[config.mk]
export PLATFORM = sky130hd
export DESIGN_NAME = rst_run_seq
export DESIGN_NICKNAME = d
export VERILOG_FILES = /design/src/rtl/rst_run_seq.sv
export SDC_FILE = /design/constraint.sdc
export NUM_CORES = 1
export LEC_CHECK = 0
export CORE_ASPECT_RATIO = 0.9
export CORE_MARGIN = 4
export CORE_UTILIZATION = 45
export DETAILED_ROUTE_END_ITERATION = 16
export GPL_ROUTABILITY_DRIVEN = 0
export GPL_TIMING_DRIVEN = 0
export PLACE_DENSITY = 0.65
export SLEW_MARGIN = 15
export SYNTH_ARGS = -nofsm -noshare
export SYNTH_HDL_FRONTEND = slang
export SYNTH_SLANG_ARGS = --single-unit
[constraint.sdc]
create_clock -name clk_i -period 6.46 [get_ports clk_i]
set_input_delay 0.646 -clock clk_i [delete_from_list [all_inputs] [get_ports clk_i]]
set_output_delay 0.646 -clock clk_i [all_outputs]
set_load 0.005 [all_outputs]
[src/rtl/rst_run_seq.sv]
// Reset/run sequencer: pulses NUM_RST active-low resets, releases them staggered,
// then times the run phase against a cycle budget and reports done or timeout.
module rst_run_seq #(
    parameter int unsigned NUM_RST     = 2,
    parameter int unsigned PULSE_CYC   = 4,
    parameter int unsigned STAGGER_CYC = 2,
    parameter int unsigned TIMEOUT_CYC = 20,
    parameter int unsigned CNT_W       = 16
) (
    input  logic               clk_i,
    input  logic               rst_i,
    input  logic               start_i,
    input  logic               done_i,
    output logic [NUM_RST-1:0] rst_no,
    output logic               running_o,
    output logic               done_o,
    output logic               timeout_o,
    output logic [CNT_W-1:0]   run_cnt_o
);

    localparam int unsigned REL_SPAN = (NUM_RST - 1) * STAGGER_CYC;

    // Reject parameter sets whose counters could wrap.
    if (NUM_RST < 1 || PULSE_CYC < 1 || STAGGER_CYC < 1 || TIMEOUT_CYC < 1) begin : g_bad_param
        $error("rst_run_seq: NUM_RST, PULSE_CYC, STAGGER_CYC and TIMEOUT_CYC must all be >= 1");
    end
    if ((64'(PULSE_CYC) >= (64'd1 << CNT_W)) || (64'(REL_SPAN) >= (64'd1 << CNT_W)) ||
        (64'(TIMEOUT_CYC) >= (64'd1 << CNT_W))) begin : g_bad_width
        $error("rst_run_seq: CNT_W too narrow for configured cycle counts");
    end

    typedef enum logic [2:0] {
        S_IDLE    = 3'd0,
        S_ASSERT  = 3'd1,
        S_RELEASE = 3'd2,
        S_RUN     = 3'd3,
        S_DONE    = 3'd4
    } state_e;

    state_e             state_q, state_d;
    logic [CNT_W-1:0]   cnt_q, cnt_d;
    logic [CNT_W-1:0]   run_cnt_q, run_cnt_d;
    logic [NUM_RST-1:0] rst_n_q, rst_n_d;
    logic               running_q, running_d;
    logic               done_q, done_d;
    logic               timeout_q, timeout_d;
    logic [CNT_W-1:0]   cnt_inc_c;
    logic [CNT_W-1:0]   run_inc_c;

    always_ff @(posedge clk_i or posedge rst_i) begin
        if (rst_i) begin
            state_q   <= S_IDLE;
            cnt_q     <= '0;
            run_cnt_q <= '0;
            rst_n_q   <= '0;
            running_q <= 1'b0;
            done_q    <= 1'b0;
            timeout_q <= 1'b0;
        end else begin
            state_q   <= state_d;
            cnt_q     <= cnt_d;
            run_cnt_q <= run_cnt_d;
            rst_n_q   <= rst_n_d;
            running_q <= running_d;
            done_q    <= done_d;
            timeout_q <= timeout_d;
        end
    end

    always_comb begin
        state_d   = state_q;
        cnt_d     = cnt_q;
        run_cnt_d = run_cnt_q;
        rst_n_d   = rst_n_q;
        running_d = running_q;
        done_d    = done_q;
        timeout_d = timeout_q;
        cnt_inc_c = cnt_q + CNT_W'(1);
        run_inc_c = run_cnt_q + CNT_W'(1);

        // A start request restarts the whole sequence from any state.
        if (start_i) begin
            state_d   = S_ASSERT;
            cnt_d     = '0;
            run_cnt_d = '0;
            rst_n_d   = '0;
            running_d = 1'b0;
            done_d    = 1'b0;
            timeout_d = 1'b0;
        end else begin
            case (state_q)
                S_IDLE: begin
                    rst_n_d = '0;
                end
                S_ASSERT: begin
                    cnt_d = cnt_inc_c;
                    if (cnt_inc_c == CNT_W'(PULSE_CYC)) begin
                        if (NUM_RST == 1) begin
                            state_d   = S_RUN;
                            rst_n_d   = '1;
                            running_d = 1'b1;
                            run_cnt_d = '0;
                        end else begin
                            state_d = S_RELEASE;
                            rst_n_d = NUM_RST'(1);
                            cnt_d   = '0;
                        end
                    end
                end
                S_RELEASE: begin
                    cnt_d = cnt_inc_c;
                    for (int unsigned k = 1; k < NUM_RST; k++) begin
                        if (cnt_inc_c == CNT_W'(k * STAGGER_CYC)) begin
                            rst_n_d[k] = 1'b1;
                        end
                    end
                    if (cnt_inc_c == CNT_W'(REL_SPAN)) begin
                        state_d   = S_RUN;
                        running_d = 1'b1;
                        run_cnt_d = '0;
                    end
                end
                S_RUN: begin
                    run_cnt_d = run_inc_c;
                    // Completion beats budget expiry on the same edge.
                    if (done_i) begin
                        state_d   = S_DONE;
                        running_d = 1'b0;
                        done_d    = 1'b1;
                        timeout_d = 1'b0;
                    end else if (run_inc_c == CNT_W'(TIMEOUT_CYC)) begin
                        state_d   = S_DONE;
                        running_d = 1'b0;
                        done_d    = 1'b1;
                        timeout_d = 1'b1;
                    end
                end
                S_DONE: begin
                    rst_n_d = '1;
                end
                default: begin
                    state_d = S_IDLE;
                end
            endcase
        end
    end

    assign rst_no    = rst_n_q;
    assign running_o = running_q;
    assign done_o    = done_q;
    assign timeout_o = timeout_q;
    assign run_cnt_o = run_cnt_q;

endmodule

==> results of run 1 <==
==> worst paths after layout <==
path | start | endpoint | slack, ps
min in group asynchronous | rst_i | run_cnt_o[12] | 550
hold / removal | running_o | running_o | 540
max in group asynchronous | rst_i | cnt_q[11] | 5490
setup reg to reg | cnt_q[0] | run_cnt_o[6] | 3700
hold reg to reg | running_o | running_o | 540
setup / recovery | cnt_q[0] | run_cnt_o[6] | 3700
==> per-layer routing <==
metal / up-vias / GRT usage, %
met5: - / 0
li1: 1216 / -
met4: 0 / 5.357
met1: 1175 / 30.34
met2: 49 / 28.57
met3: 4 / 3.245
==> sequential cells by signal (all words and copies together) (netlist names) <==
register and flops:
run_cnt_o 16, rst_no 2, done_o 1, state_q 3, timeout_o 1, running_o 1, cnt_q 16
==> synthesized netlist by cell type (3+ instances only) <==
cell,n
dfrtp_1,40
a21oi_1,23
inv_1,19
nor2_1,18
clkbuf_1,17
nand2_1,17
nor3_1,14
o32ai_1,14
nand3_1,12
a31oi_1,10
nand2b_1,9
o21ai_0,9
and3_1,8
and4_1,6
mux2i_1,6
nand4_1,6
xnor2_1,6
buf_2,5
or3_1,5
ha_1,4
nor2b_1,4
xor2_1,4
a22o_1,3
buf_6,3
nand3b_1,3
o21a_1,3
o21bai_1,3
o31ai_1,3
==> power by group through the flow <==
stage	clock network [mW]	logic, mW	registers, mW
finish	0.180	0.0704	0.262
global route	0.194	0.0795	0.263
CTS	0.185	0.0707	0.262
detailed placement	0	0.0705	0.267
global placement	0	0.0682	0.267
floorplan	0	0.0484	0.266
==> per-stage QoR <==
stage	util (%)	power [mW]	cells	cell area, um2
after floorplan	-	0.3139	311	2679
after global placement	52.51	0.3350	405	3007
after detailed placement	52.86	0.3374	406	3027
after CTS	54.44	0.5180	414	3117
after global routing	54.44	0.5364	414	3117
final	54.44	0.5122	414	3117
==> worst reg2reg max path, delay by kind of cell, from the launching register on <==
family	cells	cell delay (ps)
fa+ha+maj	1	250
compound gates	3	640
flops	1	430
simple gates	4	1030
buf+inv	1	250
==> cells by family (layout without fill, tap and decap cells) <==
family	Yosys count	after routing	synth area share [%]
and+or+nand+nor	114	114	23.82
DFF	40	40	37.37
xor gates and xnor gates	10	10	3.269
muxes	7	7	2.662
buffers and inverters	46	79	7.660
AOI/OAI and AO/OA	90	90	23.35
adders and majority gates	4	4	1.868
==> cell type report <==
class | count | area [um2] | area share, %
Tap cell | 70 | 87.58 | 2.810
Timing Repair Buffer | 25 | 260.3 | 8.350
Buffer | 27 | 133.9 | 4.295
Multi-Input combinational cell | 225 | 1473 | 47.25
Sequential cell | 40 | 1001 | 32.12
Inverter | 19 | 71.32 | 2.288
Clock buffer | 8 | 90.09 | 2.890
==> metrics.md, run 1 <==
| Metric | Value |
|---|---|
| Crit path max-delay family | `simple AND/OR/NAND/NOR gates` |
| Final setup viols | `0` |
| Hold slack final | `535.3 ps` |
| Slew Limit Fails | `0` |
| RSZ-0062 raised after global routing | `no` |
| GRT Util Overall | `19.82%` |
| First-pass GRT wire length | `11110 um` |
| Required @ worst endpoint | `6610 ps` |
| Met3 wire length | `277 um` |
| Synth cell types | `58` |
| I/O pin total | `25` |
| Clock transition at path regs | `80 ps` |
| Num CTS Buffers | `5` |
| Int Pwr | `0.3693 mW` |
| DRT antenna net count | `0` |
| Core Region | `5725 um2` |
| Final #Nets | `351` |
| Post-Syn Instances | `311` |
| Crit end category | `flop` |
| Setup ws final | `3700 ps` |
| Critical path depth | `9` |
| Register area share after synthesis | `37.37%` |
| Reg2reg path depth | `9` |
| Met2 Wirelength | `2821 um` |
| DR iter-0 viols | `159` |
| Width of the chip | `89.33 um` |
| Leakage | `1.287 nW` |
| Minimum clock period | `2760 ps` |
| Max-Cap Viols | `0` |
| Ys async rst share | `100.0%` |
| Worst path max stage delay | `430 ps` |
| Ranking of synthesized cells by area | `dfrtp_1 37%, o32ai_1 4.6%, a21oi_1 4.3%` |
| Skew-Pair Late Insertion Delay | `300 ps` |
| Worst VDD drop | `100.4 uV` |
| Area grow syn2layout | `16.35%` |
| Die area | `7253 um2` |
| Starting density of the core | `46.79%` |
| Share of the synthesized area in the top cell type | `37.37%` |
| DP Worst Slack | `3705 ps` |
| Most common cell after layout, fill and taps aside | `dfrtp_1` |
| Vias | `2444` |
| Hold-fix buffers, CTS | `0` |
| CP arrival | `2910 ps` |
| Worst-Margin Slew | `703.9 ps` |
| Synth Flop Type | `dfrtp_1` |
| Fin Clk Skew | `4.003 ps` |
| Fillcell total | `534` |
| Slew headroom | `52.64%` |
| Synth Register Bits | `40` |
| Initial antenna violation count | `0` |
| Highest clock rate | `362.3 MHz` |
| Pre-antenna DRT Iters | `4` |
| DR top layer | `met4` |
| Setup Crit Path Kind | `flop to flop` |
| WL final | `6614 um` |
| Crit path cell chain | `ha_1 -> and3_1 -> and2_4 -> or4_4 -> a21oi_1 -> nand3_1 -> a21oi_2 -> buf_4 -> o32ai_1` |
| Cell Rows | `26` |
| Post-CTS sizing | `0` |
| Die Ht | `81.20 um` |
| Mapped Avg Cell Area | `8.614 um2` |
| Sw frac | `27.89%` |
| Via density | `5.903` |
| Drt drc | `0` |
| Slowest CP cell | `dfrtp_1` |
| Setup TNS | `0 ps` |
| Count of input and output buffers | `24` |
| Most frequent cells in the layout | `40 x dfrtp_1, 24 x clkdlybuf4s50_1, 23 x a21oi_1` |
| Clk root buf | `clkbuf_8` |
| Hold Path Depth | `1` |
| Period utilization | `42.73%` |
| Layout cells sized above 1 | `7.558%` |
| Buf/Inv on CP | `1` |
| H-tree levels | `2` |
| Synth area leader | `dfrtp_1` |
| Vias in the first global route | `2225` |
| Power per cell area | `164.3 nW/um2` |
| Crit-path max FO | `10` |
| Final hold vios | `0` |
| Startpoint types | `flop` |
| Pin count of the biggest net entering global routing | `35` |
| TritonCTS clock tree | `yes` |
| Routed wire per std cell | `15.98 um` |
| Synth Net Count | `319` |
| # diodes | `0` |
| Clock Power Share | `35.1%` |
| CTS max path bufs | `2` |
| Reg power frac | `51.1%` |
| Status | `complete, no violations` |
| Wl on met1 | `3478 um` |
| Hold WC Path Type | `flop to flop` |
| Switching Power | `0.1428 mW` |
| Clock net sink count | `40` |
| Comb power frac | `13.7%` |
| GR Overflow Total | `0` |
| Post-synth EDFFs | `0` |
| Mapped Area | `2679 um2` |
| Syn. warnings | `0` |
| Hpwl dp | `4759 um` |
| Post-CTS setup buffer count | `0` |
Note: power is estimated with default switching activity, not from simulation.
==> run 2: changes to the inputs <==
--- a/config.mk
+++ b/config.mk
@@ -11,7 +11,7 @@
 export DETAILED_ROUTE_END_ITERATION = 16
 export GPL_ROUTABILITY_DRIVEN = 0
 export GPL_TIMING_DRIVEN = 0
-export PLACE_DENSITY = 0.65
+export PLACE_DENSITY = 0.68
 export SLEW_MARGIN = 15
 export SYNTH_ARGS = -nofsm -noshare
 export SYNTH_HDL_FRONTEND = slang
==> constraint.sdc (replaced) <==
create_clock -name clk_i -period 2.5 [get_ports clk_i]
set_input_delay 0.25 -clock clk_i [delete_from_list [all_inputs] [get_ports clk_i]]
set_output_delay 0.25 -clock clk_i [all_outputs]
set_load 0.005 [all_outputs]
==> run 2 against run 1 <==
Final cell count grew 3.4%. Critical path depth rose by 1. Power grew to 2.9 times the previous value. Die area stayed put. Non-clock buffer count rose by 14. Via count is 4.7% higher. Routed wire length grew 7.8%. The run now ends with setup timing left. Critical path type unchanged.
==> metrics.md, run 2 (synthesized netlist as in run 1, its figures left out) <==
| Metric | Value |
|---|---|
| Met2 Wirelength | `3148 um` |
| I/O pin total | `25` |
| # diodes | `0` |
| Pre-antenna DRT Iters | `4` |
| Hold WC Path Type | `input pin to asynchronous set/reset pin` |
| Startpoint types | `flop` |
| Count of input and output buffers | `24` |
| DRT antenna net count | `0` |
| Reg-to-reg startpoint | `cnt_q[1]` |
| Power per cell area | `435.7 nW/um2` |
| Most common cell after layout, fill and taps aside | `dfrtp_1` |
| Critical path origin | `cnt_q[1]` |
| Inst Count DP | `406` |
| Cell Rows | `26` |
| Setup Crit Path Kind | `flop to flop` |
| Crit end category | `flop` |
| Reg2reg path depth | `10` |
| Starting density of the core | `46.79%` |
| Vias in the first global route | `2406` |
| Routed wire per std cell | `16.66 um` |
| Via density | `5.977` |
| Wl on met1 | `3509 um` |
| Num CTS Buffers | `5` |
| Pin count of the biggest net entering global routing | `23` |
| Leakage | `1.430 nW` |
| Setup TNS | `-21.81 ps` |
| Hold-fix buffers, CTS | `0` |
| TritonCTS clock tree | `yes` |
| Period utilization | `100.6%` |
| RSZ-0062 raised after global routing | `yes` |
| Clk root buf | `clkbuf_8` |
| Clock transition at path regs | `90 ps` |
| Met3 wire length | `358 um` |
| FF-to-FF setup slack | `-20 ps` |
| Post-Layout Cell Count | `428` |
| Die Ht | `81.20 um` |
| Setup ws final | `-15.20 ps` |
| Minimum clock period | `2515 ps` |
| Hold slack final | `267.5 ps` |
| GR Overflow Total | `0` |
| Status | `finished with violations` |
| DR top layer | `met4` |
| Hpwl dp | `4626 um` |
| Most frequent cells in the layout | `34 x dfrtp_1, 24 x clkdlybuf4s50_1, 18 x inv_1, 18 x nor2_1, 18 x buf_4` |
| Crit-path max FO | `4` |
| Slew Limit Fails | `0` |
| Initial antenna violation count | `0` |
| H-tree levels | `2` |
| Drt drc | `0` |
| Vias | `2558` |
| GRT Util Overall | `21.27%` |
| CTS max path bufs | `2` |
| Skew-Pair Late Insertion Delay | `300 ps` |
| Highest clock rate | `397.6 MHz` |
| Core Region | `5725 um2` |
| Final setup viols | `2` |
| Failing checks | `setup timing` |
| Crit path capture | `cnt_q[12]` |
| Final core utilization | `60.34%` |
| Final #Nets | `365` |
| Fin Clk Skew | `11.95 ps` |
| RR Endpoint | `cnt_q[12]` |
| CP arrival | `2670 ps` |
| Worst-Margin Slew | `705.6 ps` |
| Max-Cap Viols | `0` |
| Final Power | `1.505 mW` |
| Area grow syn2layout | `28.96%` |
| Layout cells sized above 1 | `22.07%` |
| Clock net sink count | `40` |
| Die area | `7253 um2` |
| Width of the chip | `89.33 um` |
| Final hold vios | `0` |
| Worst VDD drop | `306.0 uV` |
| WL final | `7132 um` |
| First-pass GRT wire length | `11990 um` |
| DR iter-0 viols | `160` |
| Slew headroom | `52.60%` |
| Required @ worst endpoint | `2660 ps` |
==> run 2: power by group <==
part           switching, mW  internal, mW
Sequential            0.0150         0.661
Clock                  0.258         0.296
Combinational          0.148         0.127
Total                  0.421          1.08
==> run 2: critical path, stage by stage, from the launching register on <==
cell and delay, ps:
dfrtp_1 400, ha_2 190, and3_4 180, and2_4 160, or4_4 430, a211o_1 300
o22a_1 220, buf_6 150, buf_12 120, a41oi_2 160, a31oi_1 50
==> run 2: final cells by class <==
type                    count  area [um2]
plain buffers              22       120.1
clock buffers               5       68.82
clock inverters             3       42.54
fillers                   502        2271
inverters                  19       71.32
multi-input cells         225        1613
flip-flops and latches     40        1008
well taps                  70       87.58
repair buffers             44       442.9
==> run 2: worst min path at each step <==
stage                     startpoint          to  slack [ps]
after CTS                      rst_i      done_o         270
after detailed placement   running_o   running_o         490
after global routing           rst_i      done_o         290
after global placement     running_o   running_o         480
final                          rst_i      done_o         270
after floorplan               done_i  state_q[1]         460
==> run 2: metrics by stage <==
| step | setup WS (ps) | instance area, um2 |
|---|---|---|
| detailed placement | -325.3 | 3034 |
| global route | -110.5 | 3455 |
| floorplan | 16.06 | 2679 |
| global placement | -290.6 | 3007 |
| CTS | 11.48 | 3372 |
| finish | -15.20 | 3455 |
==> run 2: repair_timing <==
item                                    4_1_cts  5_1_grt
setup buffers                                14        5
pin swaps                                     5        8
resized for setup                            26       18
endpoints found under the setup margin       33       27
cloned                                        2        0
endpoints found under the hold margin         0        0
==> run 2: layer usage <==
metal  vias up  track usage (%)
met3         9            4.665
met5         -                0
met1      1236            31.38
met4         0            6.994
li1       1243                -
met2        70            30.63
==> run 3: changes to the inputs <==
--- a/config.mk
+++ b/config.mk
@@ -11,6 +11,7 @@
 export DETAILED_ROUTE_END_ITERATION = 16
 export GPL_ROUTABILITY_DRIVEN = 0
 export GPL_TIMING_DRIVEN = 0
+export MAX_ROUTING_LAYER = met4
 export PLACE_DENSITY = 0.68
 export SLEW_MARGIN = 15
 export SYNTH_ARGS = -nofsm -noshare
==> run 3 against run 2 <==
The flow still finishes with violations (setup timing). Count of clock-buffer cells in the layout unchanged. Design area up 0.15%. Via count rose by 1.0%. Sequential cell count unchanged. Worst hold slack better by 2.8 ps. Setup slack better by 9.0 ps. Routed wire length increased by 0.32%. Critical endpoint unchanged. Highest routed layer unchanged.
==> metrics.md, run 3 (synthesized netlist as in run 1, its figures left out) <==
| Metric | Value |
|---|---|
| Period utilization | `100.2%` |
| GR Overflow Total | `0` |
| Hold-fix buffers, CTS | `0` |
| GRT Util Overall | `21.88%` |
| CP arrival | `2660 ps` |
| Width of the chip | `89.33 um` |
| Hpwl dp | `4626 um` |
| Drt drc | `0` |
| Setup Crit Path Kind | `flop to flop` |
| Final setup viols | `1` |
| Failing checks | `setup timing` |
| Cell Rows | `26` |
| Count of input and output buffers | `24` |
| # diodes | `0` |
| Core Region | `5725 um2` |
| Status | `finished with violations` |
| Required @ worst endpoint | `2660 ps` |
| Power per cell area | `435.3 nW/um2` |
| Area grow syn2layout | `29.15%` |
| Layout cells sized above 1 | `22.07%` |
| Die Ht | `81.20 um` |
| Reg2reg path depth | `10` |
| Clock transition at path regs | `90 ps` |
| H-tree levels | `2` |
| Die area | `7253 um2` |
| FF-to-FF setup slack | `-6 ps` |
| Most common cell after layout, fill and taps aside | `dfrtp_1` |
| Slew Limit Fails | `0` |
| RSZ-0062 raised after global routing | `yes` |
| Highest clock rate | `399.0 MHz` |
| Met2 Track Usage GR | `30.63%` |
| Initial antenna violation count | `0` |
| Routed wire per std cell | `16.72 um` |
| WL final | `7155 um` |
| First-pass GRT wire length | `12000 um` |
| RR Endpoint | `cnt_q[12]` |
| Vias in the first global route | `2410` |
| DR iter-0 viols | `149` |
| Fin Clk Skew | `10.99 ps` |
| Crit path capture | `cnt_q[12]` |
| Met3 GRT Util | `4.564%` |
| Slew headroom | `52.82%` |
| Starting density of the core | `46.79%` |
| Hold WC Path Type | `input pin to asynchronous set/reset pin` |
| DRT antenna net count | `0` |
| CTS max path bufs | `2` |
| Crit-path max FO | `4` |
| Final #Nets | `365` |
| Worst VDD drop | `302.1 uV` |
| Leakage | `1.433 nW` |
| Hold slack final | `270.3 ps` |
| Global route hottest layer | `met1` |
| Clock net sink count | `40` |
| Reg-to-reg startpoint | `cnt_q[1]` |
| Pre-antenna DRT Iters | `4` |
| Vias | `2584` |
| TritonCTS clock tree | `yes` |
| Most frequent cells in the layout | `35 x dfrtp_1, 24 x clkdlybuf4s50_1, 18 x inv_1, 18 x nor2_1, 18 x buf_4` |
| Num CTS Buffers | `5` |
| Final core utilization | `60.42%` |
| Worst-Margin Slew | `702.3 ps` |
| Skew-Pair Late Insertion Delay | `300 ps` |
| I/O pin total | `25` |
| Met1 usage | `31.45%` |
| Final hold vios | `0` |
| Minimum clock period | `2506 ps` |
| Max-Cap Viols | `0` |
| Setup ws final | `-6.167 ps` |
| Crit end category | `flop` |
| Clk root buf | `clkbuf_8` |
| Via density | `6.037` |
| Pin count of the biggest net entering global routing | `23` |
| Startpoint types | `flop` |
| Critical path origin | `cnt_q[1]` |
-- run 3: cell type report --
cell class	count	area [um2]
timing repair buffer	44	442.9
clock inverter	3	42.54
clock buffer	5	68.82
buffer	22	120.1
fill	501	2266
multi-input combinational	225	1619
tap	70	87.58
sequential	40	1007
inverter	19	71.32
-- run 3: worst max-delay path, stage by stage, from the launching register on --
cell     delay (ps)
dfrtp_1         400
ha_2            190
and3_4          180
and2_4          150
or4_4           430
a211o_1         300
o22a_1          220
buf_6           150
buf_12          120
a41oi_2         160
a31oi_1          50
-- run 3: power breakdown --
part / internal (mW) / switching [mW]
registers: 0.661 / 0.0152
clock network: 0.296 / 0.258
logic: 0.127 / 0.149
total: 1.08 / 0.422
-- run 3: worst min path at each step --
stage,cells after the start,to
6_report,2,done_o
5_1_grt,2,done_o
4_1_cts,2,done_o
3_5_place_dp,1,running_o
3_3_place_gp,1,running_o
2_1_floorplan,3,state_q[1]
-- run 3: layer usage --
layer | wire length (um) | vias to the layer above
met2 | 3183 | 83
met1 | 3463 | 1246
li1 | - | 1248
met5 | 0 | -
met3 | 412 | 7
met4 | 96 | 0
-- run 3: timing repair --
action / CTS / global route
pin swaps: 5 / 8
setup endpoints to repair: 33 / 27
setup buffers: 14 / 5
gates cloned: 2 / 0
resized for setup: 26 / 18
-- run 3: stage by stage --
stage	std cells	setup slack [ps]	total power [mW]	cell area [um2]	TNS [ps]
after floorplan	311	16.06	0.8112	2679	0
after global placement	405	-290.6	0.8635	3007	-4644
after detailed placement	406	-325.3	0.8742	3034	-5409
after CTS	426	11.48	1.499	3372	0
after global routing	428	-113.4	1.571	3460	-1310
final	428	-6.167	1.506	3460	-6.167
